--- src/rtl/ccx_rst_seq.sv ---
// ccx_rst_seq: reset / debug-init sequencer for the CCX cluster.
// Synchronizes the asynchronous debug-init request, releases adbginit_l and
// then rst_l after fixed counted holds, services warm resets while running,
// and registers scan enable. Sequencing freezes while scan is active, except
// that a debug request always pulls the sequencer back to the start.
module ccx_rst_seq #(
    parameter int SYNC_STAGES = 2,
    parameter int DBG_CYCLES  = 8,
    parameter int RST_CYCLES  = 16,
    parameter int CNT_W       = 8
) (
    input  logic rclk,
    input  logic arst,
    input  logic dbginit_req_l,
    input  logic wrm_rst_req,
    input  logic se_in,
    output logic rst_l,
    output logic se,
    output logic adbginit_l,
    output logic rst_done
);

    typedef enum logic [1:0] {
        ST_DBG   = 2'd0,
        ST_RHOLD = 2'd1,
        ST_RUN   = 2'd2,
        ST_WARM  = 2'd3
    } state_t;

    localparam logic [CNT_W-1:0] DBG_LAST = CNT_W'(DBG_CYCLES - 1);
    localparam logic [CNT_W-1:0] RST_LAST = CNT_W'(RST_CYCLES - 1);

    logic [SYNC_STAGES-1:0] sync_q;
    logic [SYNC_STAGES-1:0] sync_d;
    logic                   se_q;
    logic                   dbg_sync;
    logic                   dbg_force;
    state_t                 state_q;
    logic [CNT_W-1:0]       cnt_q;
    logic                   rst_l_q;
    logic                   adbg_l_q;
    logic                   done_q;

    assign sync_d   = {sync_q[SYNC_STAGES-2:0], dbginit_req_l};
    assign dbg_sync = sync_q[SYNC_STAGES-1];

    // A request is acted on as soon as it reaches the last synchronizer
    // stage's input, so the outputs drop on the same edge dbg_sync goes low.
    // Release, in contrast, waits for dbg_sync itself to read high.
    assign dbg_force = ~dbg_sync | ~sync_q[SYNC_STAGES-2];

    // Debug-request synchronizer; reset value means "request asserted".
    always_ff @(posedge rclk or posedge arst) begin
        if (arst) begin
            sync_q <= '0;
        end else begin
            sync_q <= sync_d;
        end
    end

    // Scan enable is simply registered toward the buffer.
    always_ff @(posedge rclk or posedge arst) begin
        if (arst) begin
            se_q <= 1'b0;
        end else begin
            se_q <= se_in;
        end
    end

    // Sequencer FSM; outputs are set together with the state they belong to.
    always_ff @(posedge rclk or posedge arst) begin
        if (arst) begin
            state_q  <= ST_DBG;
            cnt_q    <= '0;
            rst_l_q  <= 1'b0;
            adbg_l_q <= 1'b0;
            done_q   <= 1'b0;
        end else if (dbg_force) begin
            state_q  <= ST_DBG;
            cnt_q    <= '0;
            rst_l_q  <= 1'b0;
            adbg_l_q <= 1'b0;
            done_q   <= 1'b0;
        end else if (!se_q) begin
            case (state_q)
                ST_DBG: begin
                    if (cnt_q == DBG_LAST) begin
                        state_q  <= ST_RHOLD;
                        cnt_q    <= '0;
                        adbg_l_q <= 1'b1;
                    end else begin
                        cnt_q <= cnt_q + CNT_W'(1);
                    end
                end
                ST_RHOLD, ST_WARM: begin
                    if (cnt_q == RST_LAST) begin
                        state_q <= ST_RUN;
                        cnt_q   <= '0;
                        rst_l_q <= 1'b1;
                        done_q  <= 1'b1;
                    end else begin
                        cnt_q <= cnt_q + CNT_W'(1);
                    end
                end
                ST_RUN: begin
                    if (wrm_rst_req) begin
                        state_q <= ST_WARM;
                        cnt_q   <= '0;
                        rst_l_q <= 1'b0;
                        done_q  <= 1'b0;
                    end
                end
                default: begin
                    state_q  <= ST_DBG;
                    cnt_q    <= '0;
                    rst_l_q  <= 1'b0;
                    adbg_l_q <= 1'b0;
                    done_q   <= 1'b0;
                end
            endcase
        end
    end

    assign rst_l      = rst_l_q;
    assign se         = se_q;
    assign adbginit_l = adbg_l_q;
    assign rst_done   = done_q;

endmodule
--- config.mk ---
export PLATFORM = sky130hd
export DESIGN_NAME = ccx_rst_seq
export DESIGN_NICKNAME = d
export VERILOG_FILES = /design/src/rtl/ccx_rst_seq.sv
export SDC_FILE = /design/constraint.sdc
export NUM_CORES = 1
export LEC_CHECK = 0
export ABC_AREA = 1
export BUFFER_PORTS_ARGS = -buffer_cell sky130_fd_sc_hd__buf_2
export CAP_MARGIN = 30
export CORE_UTILIZATION = 50
export DETAILED_ROUTE_END_ITERATION = 8
export GPL_TIMING_DRIVEN = 1
export PLACE_DENSITY = 0.82
export REMOVE_ABC_BUFFERS = 1
export SLEW_MARGIN = 20
export SYNTH_ARGS = -nofsm -noshare
export SYNTH_HDL_FRONTEND = slang
export SYNTH_SLANG_ARGS = --single-unit
--- constraint.sdc ---
create_clock -name rclk -period 1.4 [get_ports rclk]
set_clock_uncertainty 0.2 [all_clocks]
set_input_delay 0.42 -clock rclk [delete_from_list [all_inputs] [get_ports rclk]]
set_output_delay 0.42 -clock rclk [all_outputs]
set_load 0.02 [all_outputs]
Yosys cells after proc, flatten, opt, wreduce, memory -nomap -nowiden --
Cells that the tools add are included.
Operators by class: mux-type cells 21, $add $sub $neg 1, reduce and logical (&&, ||, !) cells 9, eq/ne operators 9, bitwise gates (word level) 3
Operators by type and width (number):
- $mux W8 | 5
- $pmux W8 S3 | 1
- $mux W2 | 5
- $ne A3 B3 Y1 const B | 3
- $add A8 B1 Y8 const B | 1
- $eq A8 B3 Y1 const B | 1
- $eq A8 B4 Y1 const B | 1
- $mux W1 | 8
- $reduce_and A4 Y1 | 2
- $pmux W2 S3 | 1
- $eq A2 B2 Y1 const B | 2
- $reduce_bool A2 Y1 | 2
- $reduce_and A3 Y1 | 1
- $reduce_bool A3 Y1 | 1
- $eq A2 B1 Y1 const B | 1
- $logic_not A2 Y1 | 1
- $ne A2 B1 Y1 const B | 1
- $not A1 Y1 | 2
- $pmux W1 S2 | 1
- $reduce_and A2 Y1 | 1
- $reduce_or A2 Y1 | 1
- $or A1 B1 Y1 | 1
Storage, ports and cells: input bits 5, output and inout port bits 4, logic and storage cells 49, bits in registers 15

Logic depth before layout (Yosys ltp) --
word-level depth 5, depth in mapped cells 9, mapped depth without buffers 9

Worst setup path before layout --
Ideal clock, no wire load.
path kind register to register, from reg cnt_q[0], to reg state_q[0], period minus slack after synthesis 1.469 ns, data required time 1.083 ns, stages on the path, launching flop included 9, data arrival time 1.152 ns, slack -0.069 ns, setup time 0.117 ns, buffers on the path 0, cell sequence dfrtp_1 -> ha_1 -> nand2_1 -> nor2_2 -> nand3_1 -> nand3_2 -> nand3_4 -> nand2_1 -> nand2_1
Between the ends: word-level cells in the longest chain between the ends 3, elaborated cells between the ends (all ways) 5, classes of those cells eq/ne: 4; reduce/logical: 1
RTL lines:
- start, declared | line 39 | logic [CNT_W-1:0] cnt_q;
- start signal, assigned | line 92 | cnt_q <= cnt_q + CNT_W'(1);
- start signal, assigned | line 102 | cnt_q <= cnt_q + CNT_W'(1);
- $eq A8 B3 Y1 or $eq A8 B4 Y1 (tied branches) | line 87, 96
- $ne A3 B3 Y1 (no source line)
- $reduce_and A4 Y1 (no source line) (*)
- end signal, assigned | line 88 | state_q <= ST_RHOLD;
- end signal, assigned | line 97 | state_q <= ST_RUN;
- end signal, assigned | line 107 | state_q <= ST_WARM;
- end, declared | line 38 | state_t state_q;
Mark *: on every way between the ends. The rest lies on a longest branch, timed or not. A chain may end at the register's enable or synchronous reset.

Worst setup path after layout --
from reg cnt_q[1], to reg state_q[0]
Same word-level chain as after synthesis.

==> metrics.csv <==
stage,metric,value,unit
status,status,"finished, violations left",
status,violations,setup timing,
yosys,post_synth.cell_area_avg,7.391,um2
worst_setup_path,worst_r2r_src,cnt_q[1]$_DFFE_PP0P_,
floorplanning,fp.coreArea,0.001559,mm2
cts,cts-buffers-inserted,3,
sta,fin_worst_hold_slack,0.03248,ns
yosys,synthMostInstantiatedCell,sky130_fd_sc_hd__nand2_1,
floorplanning,pin_count,9,
yosys,synth_edf_count,0,
worst_setup_path,r2r_setup_slack,-0.21,ns
cts,insertion_delay,0.30,ns
final_layout,fillerInstances,70,
power_and_ir_drop,combinationalPowerShare,0.226,
sta,max_slew.worst_pin.slew,0.3637,ns
global_routing,first_global_vias,947,
floorplanning,floorplan.die_area,0.001915,mm2
cts,clock_tree.root_cell,sky130_fd_sc_hd__clkbuf_4,
sta,report.final.setup_viol,16,
final_layout,antennaDiodeCount,0,
worst_setup_path,cp-end-kind,flip-flop,
power_and_ir_drop,sw_frac_of_total,0.3255,
route,drt_first_pass_iters,5,
worst_setup_path,rr_worst_depth,8,
place,place_hpwl,1.611,mm
worst_setup_path,cp_startpoint_kind,flip-flop,
yosys,synthesized_netlist_cell_count,118,
worst_setup_path,required,1.39,ns
floorplanning,floorplan.die.width,43.77,um
power_and_ir_drop,power_leakage,0.6826,nW
sta,max_freq,0.6229,GHz
yosys,yosys_register_bits,15,
cts,numClockSinks,15,
final_layout,layout_cell_share_with_drive_strength_beyond_1,0.4688,
cts,cts.path.max_buffers,2,
route,postRouteAntennaNets,0,
sta,min_period,1.605,ns
final_layout,nNetsFinal,167,
power_and_ir_drop,internal_power,0.0006402,W
sta,slew_viol_final,0,
place,buffer_ports.inserted,8,
floorplanning,start_util,0.5594,
route,vias_per_cell,5.932,
hold_path,hold_path_depth,1,
power_and_ir_drop,power.switching,0.0003090,W
power_and_ir_drop,maximum_ir_drop_on_the_vdd_rail,0.6956,mV
worst_setup_path,rr_endpoint,state_q[0]$_DFFE_PP0P_,
yosys,yosys-top-cells-count,"sky130_fd_sc_hd__nand2_1 (35), sky130_fd_sc_hd__dfrtp_1 (15), sky130_fd_sc_hd__nand3_1 (15), sky130_fd_sc_hd__inv_1 (14), sky130_fd_sc_hd__nor2_1 (14)",
worst_setup_path,critical_path.cell_chain,"ha_4, nand2_4, nor2_4, nand3_4, nand3_4, nand3_4, nand2_2, nand2_1",
worst_setup_path,worstPathArrival,1.60,ns
sta,grt_setup_unrepaired,true,
sta,max-slew-margin-rel,0.7557,
place,place_ws,-0.2269,ns
power_and_ir_drop,p_clk_frac,0.285,
global_routing,gr-usage-all-layers,0.3107,
sta,layout_worst_path_cycle_share,1.147,
hold_path,min_path_type,primary input to flip-flop,
yosys,synth_ff_type,sky130_fd_sc_hd__dfrtp_1,
yosys,yosysTopAreaCellShare,0.4304,
route,drt_iter0_drc,64,
yosys,synth_sequential_area_ratio,0.4304,
power_and_ir_drop,power.density,710.3,mW/mm2
cts,clk_transition_reported_paths,0.10,ns
global_routing,first_pass_grt_wire_length,4.271,mm
route,drcViolationCount,0,
worst_setup_path,critPathMostFrequentCell,sky130_fd_sc_hd__nand3_4,
power_and_ir_drop,seqPwrFrac,0.488,
worst_setup_path,worst_path_maximum_fanout,4,
yosys,synth.area.top_cells,"sky130_fd_sc_hd__dfrtp_1 (43%), sky130_fd_sc_hd__nand2_1 (15%), sky130_fd_sc_hd__nand3_1 (8.6%), sky130_fd_sc_hd__inv_1 (6.0%), sky130_fd_sc_hd__nor2_1 (6.0%)",
yosys,yosysUniqueCellTypes,23,
yosys,synth-async-reset-ratio,1.000,
global_routing,grt_max_degree,16,
sta,hold_viol_final,0,
route,wl_per_cell,18.21,um
job,maxCapViolations,0,
final_layout,area_growth_syn_to_layout,53.23,%
yosys,synthDominantAreaCellType,sky130_fd_sc_hd__dfrtp_1,
hold_path,hp-start,se_in,
global_routing,antenna_found_initial,0,
worst_setup_path,critPathSlowestCell,sky130_fd_sc_hd__dfrtp_1,
route,vias_post_dr,1044,
yosys,ys_warn_count,0,
yosys,synth_area,872.1,um2
cts,ctsHtreeMaxLevel,1,
worst_setup_path,crit_path_max_incr_delay,0.43,ns
place,place.gp.congestion,0.9037,
hold_path,min_to,se$_DFF_PP0_,
cts,clock_tree_from_tritoncts,built,
worst_setup_path,type_of_the_worst_setup_path,flip-flop to flip-flop,
floorplanning,dieHeight,43.77,um
route,postRouteWirelength,3.205,mm
floorplanning,row_count,14,
global_routing,globalRouteOverflowTotal,0,
sta,crit_path_setup_slack_layout,-0.2053,ns
-- sequential cells by signal, indices dropped and copies added (netlist names) --
register and count:
adbginit_l 1, cnt_q 8, rst_done 1, se 1, state_q 2, sync_q 2
-- cells in the final DEF, fill, tap and decap left out, types with 6 or more instances in the layout --
cell                      netlist  layout
sky130_fd_sc_hd__nand3_1       15      11
sky130_fd_sc_hd__inv_1         14      12
sky130_fd_sc_hd__nand2_2        1      10
sky130_fd_sc_hd__nor2_1        14      11
sky130_fd_sc_hd__buf_6          0       6
sky130_fd_sc_hd__nand2_1       35      26
sky130_fd_sc_hd__dfrtp_1       15      15
sky130_fd_sc_hd__buf_4          1      27
-- per-layer routing --
metal  track usage  wire, um  part of all wire  vias up
li1              -         -                 -      456
met1        0.3905      1236              0.39      500
met2        0.5522      1588              0.50       68
met3       0.03750       259             0.081       20
met4       0.09375       120             0.037        0
met5             0         0                 0        -
-- logic make-up after synthesis --
family / count (synthesis) / share of synthesized area
and+or+nand+nor: 76 / 0.4046
DFF: 15 / 0.4304
AOI/OAI and AO/OA: 7 / 0.06170
buffers and inverters: 19 / 0.08896
adders and majority gates: 1 / 0.01434
-- critical path: cells and delay by family, from the launching register on --
kind / cells / cell delay (ns)
simple gates: 7 / 0.68
flops: 1 / 0.43
fa+ha+maj: 1 / 0.19
-- power by group through the flow --
stage / sequential [W] / combinational [W] / clock (W)
after global routing: 0.000464 / 0.000227 / 0.000286
final: 0.000464 / 0.000215 / 0.000271
after CTS: 0.000459 / 0.000170 / 0.000255
after global placement: 0.000468 / 0.000138 / 0
after floorplan: 0.000472 / 0.0000821 / 0
after detailed placement: 0.000469 / 0.000144 / 0
-- worst max path at each step --
| stage | startpoint | to | slack, ns | cells after the start |
|---|---|---|---|---|
| after floorplan | cnt_q[0]$_DFFE_PP0P_ | state_q[0]$_DFFE_PP0P_ | -0.07 | 8 |
| after global placement | cnt_q[0]$_DFFE_PP0P_ | cnt_q[1]$_DFFE_PP0P_ | -0.17 | 8 |
| after detailed placement | cnt_q[0]$_DFFE_PP0P_ | cnt_q[1]$_DFFE_PP0P_ | -0.23 | 8 |
| after CTS | cnt_q[0]$_DFFE_PP0P_ | state_q[1]$_DFFE_PP0P_ | -0.16 | 8 |
| after global routing | sync_q[0]$_DFF_PP0_ | state_q[1]$_DFFE_PP0P_ | -0.28 | 6 |
| final | cnt_q[1]$_DFFE_PP0P_ | state_q[0]$_DFFE_PP0P_ | -0.21 | 8 |
-- per-stage QoR --
step / instances / utilization / power [W] / instance area [um2] / TNS (ns)
after global routing: 176 / 0.8571 / 0.0009766 / 1336 / -3.133
after floorplan: 117 / - / 0.0005542 / 864.6 / -0.5855
after global placement: 159 / 0.6798 / 0.0006058 / 1060 / -1.337
final: 176 / 0.8571 / 0.0009492 / 1336 / -2.553
after CTS: 170 / 0.7721 / 0.0008837 / 1204 / -1.499
after detailed placement: 159 / 0.6798 / 0.0006129 / 1060 / -1.922
-- area by class of cell --
| type | count | area, um2 | area share |
|---|---|---|---|
| Clock buffer | 4 | 26.28 | 0.01966 |
| Inverter | 18 | 70.07 | 0.05243 |
| Multi-Input combinational cell | 85 | 544.3 | 0.4073 |
| Sequential cell | 15 | 375.4 | 0.2809 |
| Tap cell | 16 | 20.02 | 0.01498 |
| Timing Repair Buffer | 38 | 300.3 | 0.2247 |
-- what timing repair did --
action                                 4_1_cts  5_1_grt
gates cloned                                 0        1
hold buffers                                 1        0
gates resized for setup                     18       22
endpoints found under the hold margin       15        0
setup buffers                                6        6
pin swaps                                    8       20
setup endpoints to repair                   16       16
Power figures use the tool's default switching activity.
